[src/rtl/axi_rd_seq_if.sv]
// rtl/axi_rd_seq_if.sv - command and read-engine handshake bundle for axi_rd_seq
interface axi_rd_seq_if #(
    parameter int AXI_ADDR_WIDTH = 16,
    parameter int LEN_WIDTH      = 20
);
    logic                      cmd_valid;
    logic                      cmd_ready;
    logic [AXI_ADDR_WIDTH-1:0] cmd_addr;
    logic [LEN_WIDTH-1:0]      cmd_len;
    logic                      rd_req;
    logic                      rd_req_ready;
    logic [AXI_ADDR_WIDTH-1:0] rd_addr;
    logic [LEN_WIDTH-1:0]      rd_burst_len;
    logic                      rd_data_valid;
    logic                      busy;
    logic                      done;

    // Command issuer plus read engine side.
    modport master (
        output cmd_valid, cmd_addr, cmd_len, rd_req_ready, rd_data_valid,
        input  cmd_ready, rd_req, rd_addr, rd_burst_len, busy, done
    );

    // Sequencer side.
    modport slave (
        input  cmd_valid, cmd_addr, cmd_len, rd_req_ready, rd_data_valid,
        output cmd_ready, rd_req, rd_addr, rd_burst_len, busy, done
    );
endinterface

[src/rtl/axi_rd_seq.sv]
// rtl/axi_rd_seq.sv - splits a read command into boundary-safe bursts, one outstanding at a time
module axi_rd_seq #(
    parameter int AXI_DATA_WIDTH  = 32,
    parameter int AXI_ADDR_WIDTH  = 16,
    parameter int LEN_WIDTH       = 20,
    parameter int MAX_BURST_BYTES = 256
) (
    input  logic         clk,
    input  logic         rst,
    axi_rd_seq_if.slave  bus
);
    localparam int BPB    = AXI_DATA_WIDTH / 8;
    localparam int BPB_LG = $clog2(BPB);
    localparam int MAX_LG = $clog2(MAX_BURST_BYTES);
    localparam int BEAT_W = $clog2(MAX_BURST_BYTES / BPB) + 1;
    // One extra bit so a length rounded up past 2^LEN_WIDTH-1 does not overflow.
    localparam int RW     = LEN_WIDTH + 1;

    localparam logic [RW-1:0]             BPB_MASK  = RW'(BPB - 1);
    localparam logic [AXI_ADDR_WIDTH-1:0] ADDR_MASK = AXI_ADDR_WIDTH'(BPB - 1);
    localparam logic [RW-1:0]             MAX_BYTES = RW'(MAX_BURST_BYTES);

    typedef enum logic [1:0] {
        S_IDLE  = 2'd0,
        S_ISSUE = 2'd1,
        S_WAIT  = 2'd2,
        S_DONE  = 2'd3
    } state_t;

    state_t                    state_q, state_d;
    logic [AXI_ADDR_WIDTH-1:0] cur_addr_q, cur_addr_d;
    logic [RW-1:0]             remaining_q, remaining_d;
    logic [BEAT_W-1:0]         beats_left_q, beats_left_d;
    logic                      rd_req_q;
    logic [AXI_ADDR_WIDTH-1:0] rd_addr_q;
    logic [LEN_WIDTH-1:0]      rd_len_q;

    logic                      cmd_ready_w;
    logic [RW-1:0]             len_round;
    logic [RW-1:0]             room;
    logic [RW-1:0]             chunk_d;
    logic                      enter_issue;

    assign cmd_ready_w = (state_q == S_IDLE) && !rst;
    assign len_round   = ({1'b0, bus.cmd_len} + BPB_MASK) & ~BPB_MASK;

    // Next-state and datapath updates; defaults hold every register.
    always_comb begin
        state_d      = state_q;
        cur_addr_d   = cur_addr_q;
        remaining_d  = remaining_q;
        beats_left_d = beats_left_q;
        case (state_q)
            S_IDLE: begin
                if (bus.cmd_valid && cmd_ready_w) begin
                    cur_addr_d  = bus.cmd_addr & ~ADDR_MASK;
                    remaining_d = len_round;
                    state_d     = (len_round == '0) ? S_DONE : S_ISSUE;
                end
            end
            S_ISSUE: begin
                // Beats seen here are dropped: nothing is outstanding yet.
                if (bus.rd_req_ready) begin
                    beats_left_d = BEAT_W'(rd_len_q >> BPB_LG);
                    cur_addr_d   = cur_addr_q + AXI_ADDR_WIDTH'(rd_len_q);
                    remaining_d  = remaining_q - RW'(rd_len_q);
                    state_d      = S_WAIT;
                end
            end
            S_WAIT: begin
                if (bus.rd_data_valid) begin
                    beats_left_d = beats_left_q - BEAT_W'(1);
                    if (beats_left_q == BEAT_W'(1)) begin
                        state_d = (remaining_q == '0) ? S_DONE : S_ISSUE;
                    end
                end
            end
            S_DONE: begin
                state_d = S_IDLE;
            end
            default: begin
                state_d = S_IDLE;
            end
        endcase
    end

    // Burst size for the request about to be loaded: limited by what is left
    // and by the distance to the next MAX-aligned boundary.
    assign room        = MAX_BYTES - RW'(cur_addr_d[MAX_LG-1:0]);
    assign chunk_d     = (remaining_d < room) ? remaining_d : room;
    assign enter_issue = (state_d == S_ISSUE) && (state_q != S_ISSUE);

    // State register.
    always_ff @(posedge clk) begin
        if (rst) begin
            state_q <= S_IDLE;
        end else begin
            state_q <= state_d;
        end
    end

    // Counters and registered request outputs; request fields freeze until handshake.
    always_ff @(posedge clk) begin
        if (rst) begin
            cur_addr_q   <= '0;
            remaining_q  <= '0;
            beats_left_q <= '0;
            rd_req_q     <= 1'b0;
            rd_addr_q    <= '0;
            rd_len_q     <= '0;
        end else begin
            cur_addr_q   <= cur_addr_d;
            remaining_q  <= remaining_d;
            beats_left_q <= beats_left_d;
            if (enter_issue) begin
                rd_req_q  <= 1'b1;
                rd_addr_q <= cur_addr_d;
                rd_len_q  <= LEN_WIDTH'(chunk_d);
            end else if ((state_q == S_ISSUE) && bus.rd_req_ready) begin
                rd_req_q  <= 1'b0;
            end
        end
    end

    assign bus.cmd_ready    = cmd_ready_w;
    assign bus.rd_req       = rd_req_q;
    assign bus.rd_addr      = rd_addr_q;
    assign bus.rd_burst_len = rd_len_q;
    assign bus.busy         = (state_q != S_IDLE);
    assign bus.done         = (state_q == S_DONE);

endmodule
[src/flat_wrapper.sv]
// flat-port wrapper written by rule: the top's interface ports become plain ports
module axi_rd_seq_flat 
#(
    parameter int AXI_DATA_WIDTH  = 32,
    parameter int AXI_ADDR_WIDTH  = 16,
    parameter int LEN_WIDTH       = 20,
    parameter int MAX_BURST_BYTES = 256
)
  (clk, rst, bus_cmd_valid, bus_cmd_addr, bus_cmd_len, bus_rd_req_ready, bus_rd_data_valid, bus_cmd_ready, bus_rd_req, bus_rd_addr, bus_rd_burst_len, bus_busy, bus_done);
  axi_rd_seq_if #(.AXI_ADDR_WIDTH(AXI_ADDR_WIDTH), .LEN_WIDTH(LEN_WIDTH)) bus_i ();
  input  logic clk;
  input  logic rst;
  input wire logic [$bits(bus_i.cmd_valid)-1:0] bus_cmd_valid;
  input wire logic [$bits(bus_i.cmd_addr)-1:0] bus_cmd_addr;
  input wire logic [$bits(bus_i.cmd_len)-1:0] bus_cmd_len;
  input wire logic [$bits(bus_i.rd_req_ready)-1:0] bus_rd_req_ready;
  input wire logic [$bits(bus_i.rd_data_valid)-1:0] bus_rd_data_valid;
  output wire logic [$bits(bus_i.cmd_ready)-1:0] bus_cmd_ready;
  output wire logic [$bits(bus_i.rd_req)-1:0] bus_rd_req;
  output wire logic [$bits(bus_i.rd_addr)-1:0] bus_rd_addr;
  output wire logic [$bits(bus_i.rd_burst_len)-1:0] bus_rd_burst_len;
  output wire logic [$bits(bus_i.busy)-1:0] bus_busy;
  output wire logic [$bits(bus_i.done)-1:0] bus_done;
  assign bus_i.cmd_valid = bus_cmd_valid;
  assign bus_i.cmd_addr = bus_cmd_addr;
  assign bus_i.cmd_len = bus_cmd_len;
  assign bus_i.rd_req_ready = bus_rd_req_ready;
  assign bus_i.rd_data_valid = bus_rd_data_valid;
  assign bus_cmd_ready = bus_i.cmd_ready;
  assign bus_rd_req = bus_i.rd_req;
  assign bus_rd_addr = bus_i.rd_addr;
  assign bus_rd_burst_len = bus_i.rd_burst_len;
  assign bus_busy = bus_i.busy;
  assign bus_done = bus_i.done;
  axi_rd_seq #(.AXI_DATA_WIDTH(AXI_DATA_WIDTH), .AXI_ADDR_WIDTH(AXI_ADDR_WIDTH), .LEN_WIDTH(LEN_WIDTH), .MAX_BURST_BYTES(MAX_BURST_BYTES)) u_core (.clk(clk), .rst(rst), .bus(bus_i));
endmodule
[config.mk]
export PLATFORM = sky130hd
export DESIGN_NAME = axi_rd_seq_flat
export DESIGN_NICKNAME = d
export VERILOG_FILES = /design/src/rtl/axi_rd_seq_if.sv /design/src/rtl/axi_rd_seq.sv /design/src/flat_wrapper.sv
export SDC_FILE = /design/constraint.sdc
export NUM_CORES = 1
export LEC_CHECK = 0
export CAP_MARGIN = 0
export CORE_ASPECT_RATIO = 0.7
export CORE_MARGIN = 4
export CORE_UTILIZATION = 34
export CTS_BUF_LIST = sky130_fd_sc_hd__clkbuf_16
export DETAILED_ROUTE_END_ITERATION = 10
export PLACE_DENSITY = 0.55
export SETUP_SLACK_MARGIN = 0.02
export SLEW_MARGIN = 15
export SYNTH_ARGS = -nofsm -noshare
export SYNTH_HDL_FRONTEND = slang
export SYNTH_SLANG_ARGS = --single-unit
[constraint.sdc]
create_clock -name clk -period 7.8 [get_ports clk]
set_input_delay 1.95 -clock clk [delete_from_list [all_inputs] [get_ports clk]]
set_output_delay 1.95 -clock clk [all_outputs]
set_load 0.02 [all_outputs]
==> flow_summary.toml <==
[synth]
synth_mux_area_frac = 0.0255
synth-xor-area-share = 0.0571
seq_area_frac_synth = 0.271
syn-mean-instance-area_um2 = 7.79
synth_cell_types = 77
ys_warn_count = 0
synth-simple-area-share = 0.257
synth_edf_count = 0
synth_nets = 877
synth_fa_ha_area_frac = 0.100
netlist_area_um2 = 6140
synth_top_family_by_area = "simple AND/OR/NAND/NOR gates"
synth-main-ff-cell = "dfxtp_1"
ys_async_sr_fraction = 0
synth_compound_area_frac = 0.241
synth_cells = 788
synth-seq-cells = 83

[sta]
whs_ns = 0.463
finalCriticalPeriod_ns = 6.86
worst_slack_ns = 0.937
fmax_ghz = 0.146
rsz0062_at_grt = "no"
drv_slew = 0
finalSetupViolations = 0
skew_ns = 0.0112
worstMarginPinSlew_ns = 0.970
max_slew_margin = 0.352
fin_tns_setup_ns = 0
hold_violations = 0
fin_crit_sh = 0.880

[critical_path]
crit_type = "in -> reg"
crit_required_ns = 8.08
cp-start-kind = "primary input"
crit_path_max_fanout = 5
arrival_ns = 7.14
rrSetupSlack_ns = 2.42
cp-end-kind = "flip-flop"

[finish]
drive_gt1_frac = 0.0537
n_antenna_cell = 0
areaGrowthSynthToFinish_pct = 21.1
nets = 941

[floorplanning]
die_w_um = 169
start_util = 0.352
die-area_um2 = 20300
rows = 40
io_pins = 81
core_um2 = 17400
fp.dieH_um = 120

[clock_tree]
insertion_delay_ns = 0.35
cts_sinks = 83
ctsResizeCount = 0
cts_setup_buffers = 0
clockBufferDepth = 2
ctsHtreeMaxLevel = 3
cts_tree = "built"
cts_buffers = 9
cts_hold_buf = 0
root_buffer = "clkbuf_16"
clkTransAtPathRegs_ns = 0.07

[run]
cap_violations = 0

[drt]
detail-route-antenna-nets = 0
drc = 0
vias = 5959
drt_pre_antenna_iters = 5
wl_mm = 19.8
initialDrtViolationCount = 529
viasPerCell = 5.48
wl_per_cell_um = 18.2

[global_route]
grt_overflow = 0
gr-usage-all-layers = 0.195
antenna_found_initial = 0
grt_pass1_vias = 5413
grt_pass1_wl_mm = 31.2
grt_max_degree = 54

[placed_design]
dpl_worst_slack_ns = 0.611
place_hpwl_mm = 15.0
routabilityCongestion = 0.938
io_buffers = 78

[pwr]
p_leak_uw = 0.00287
ir_drop_v = 0.0000946
power_density_nw_per_um2 = 195

[hold_path]
min_path_type = "reg -> reg"

[outcome]
status = "completed"
==> state kept, by name, summed over array words and instances (netlist names) <==
| register | flops |
|---|---|
| u_core.remaining_q | 21 |
| u_core.bus.rd_burst_len | 20 |
| u_core.bus.rd_addr | 16 |
| u_core.cur_addr_q | 16 |
| u_core.beats_left_q | 7 |
| u_core.state_q | 2 |
| u_core.bus.rd_req | 1 |
==> critical path: stages <==
cell,delay [ns]
clkdlybuf4s50_1,0.59
and3b_1,0.37
mux2_1,0.37
and2_1,0.20
inv_1,0.11
ha_1,0.24
inv_1,0.06
nor3_1,0.29
xor2_1,0.25
ha_1,0.29
a21o_1,0.18
a21o_1,0.17
a21oi_1,0.20
nand4b_1,0.14
a2111oi_2,0.40
nand4_2,0.26
or4_1,0.57
a221o_1,0.37
a21oi_1,0.13
==> synthesized netlist by cell type (6+ instances only) <==
| library cell | number | area share |
|---|---|---|
| nand3_1 | 18 | 0.015 |
| a31oi_1 | 7 | 0.0071 |
| o211ai_1 | 10 | 0.012 |
| mux2i_1 | 10 | 0.016 |
| inv_1 | 39 | 0.024 |
| and3_1 | 9 | 0.0092 |
| nand2_1 | 60 | 0.037 |
| ha_1 | 46 | 0.094 |
| clkbuf_1 | 28 | 0.017 |
| nor4_1 | 11 | 0.011 |
| a21oi_1 | 64 | 0.052 |
| nor2b_1 | 16 | 0.016 |
| nor3_1 | 34 | 0.028 |
| and2_1 | 6 | 0.0061 |
| xnor2_1 | 22 | 0.031 |
| nand4_1 | 7 | 0.0071 |
| a22oi_1 | 9 | 0.011 |
| nand2b_1 | 16 | 0.016 |
| dfxtp_1 | 83 | 0.27 |
| a221oi_1 | 12 | 0.017 |
| o21ai_0 | 29 | 0.024 |
| nor2_1 | 95 | 0.058 |
| a211oi_1 | 23 | 0.028 |
| nor3b_1 | 6 | 0.0073 |
| xor2_1 | 18 | 0.026 |
| a21o_1 | 11 | 0.013 |
==> layout make-up <==
type	instances	area, um^2
Clock inverter	7	45.0
Inverter	39	146
Fill cell	1837	9980
Multi-Input combinational cell	628	4180
Tap cell	231	289
Clock buffer	9	225
Timing Repair Buffer	91	886
Sequential cell	83	1660
==> kinds of logic (layout without fill, tap and decap cells) <==
logic type | after synthesis | count (layout)
muxes | 15 | 15
adders and majority gates | 48 | 48
xor gates and xnor gates | 40 | 40
and+or+nand+nor | 308 | 308
DFF | 83 | 83
AOI/OAI and AO/OA | 217 | 217
buffers and inverters | 77 | 146
==> cells in the final DEF, fill, tap and decap left out, types with 5 or more instances in the layout <==
master and count:
nand4_1 7, a221o_1 5, o211ai_1 10, and3_1 9, inv_1 41, nor2b_1 16, a21oi_1 64, a31oi_1 7
mux2i_1 10, a211oi_1 23, nand3b_1 5, nor2_1 94, nand3_1 18, ha_1 46, nand2_1 60, a22oi_1 9
and4_1 5, clkdlybuf4s50_1 77, xnor2_1 22, o21ai_0 29, nand2b_1 16, nor3b_1 6, a221oi_1 12, nor3_1 34
and2_1 6, dfxtp_1 83, nor4_1 11, buf_4 12, a21o_1 11, xor2_1 18, clkbuf_16 9
==> routing by layer <==
metal | vias up | share of wire | GRT usage
met5 | - | 0 | 0
met4 | 0 | 0.0093 | 0.0335
met3 | 16 | 0.069 | 0.0399
met2 | 172 | 0.38 | 0.263
met1 | 2738 | 0.54 | 0.315
li1 | 3033 | - | -
==> power breakdown <==
part,switching [uW],total (uW),internal [uW]
Combinational,331,563,232
Clock,190,404,215
Sequential,31.1,482,451
==> path summary, 6_finish.rpt <==
path | startpoint | endpoint | cells past startpoint
max | bus_rd_req_ready | u_core.bus.rd_burst_len[8]$_SDFFE_PP0P_ | 19
min | u_core.bus.rd_burst_len[18]$_SDFFE_PP0P_ | u_core.bus.rd_burst_len[18]$_SDFFE_PP0P_ | 2
max reg2reg | u_core.state_q[0]$_SDFF_PP0_ | u_core.bus.rd_burst_len[8]$_SDFFE_PP0P_ | 18
min reg2reg | u_core.bus.rd_burst_len[18]$_SDFFE_PP0P_ | u_core.bus.rd_burst_len[18]$_SDFFE_PP0P_ | 2
==> per-stage QoR <==
| step | area (um^2) | std cells | power (uW) | util |
|---|---|---|---|---|
| 2_1_floorplan | 6140 | 788 | 874 | - |
| 3_3_place_gp | 7160 | 1072 | 1050 | 0.411 |
| 3_5_place_dp | 7160 | 1072 | 1040 | 0.411 |
| 4_1_cts | 7430 | 1088 | 1450 | 0.427 |
| 5_1_grt | 7430 | 1088 | 1530 | 0.427 |
| 6_report | 7430 | 1088 | 1450 | 0.427 |
No activity file was read; power rests on OpenSTA's default activity.
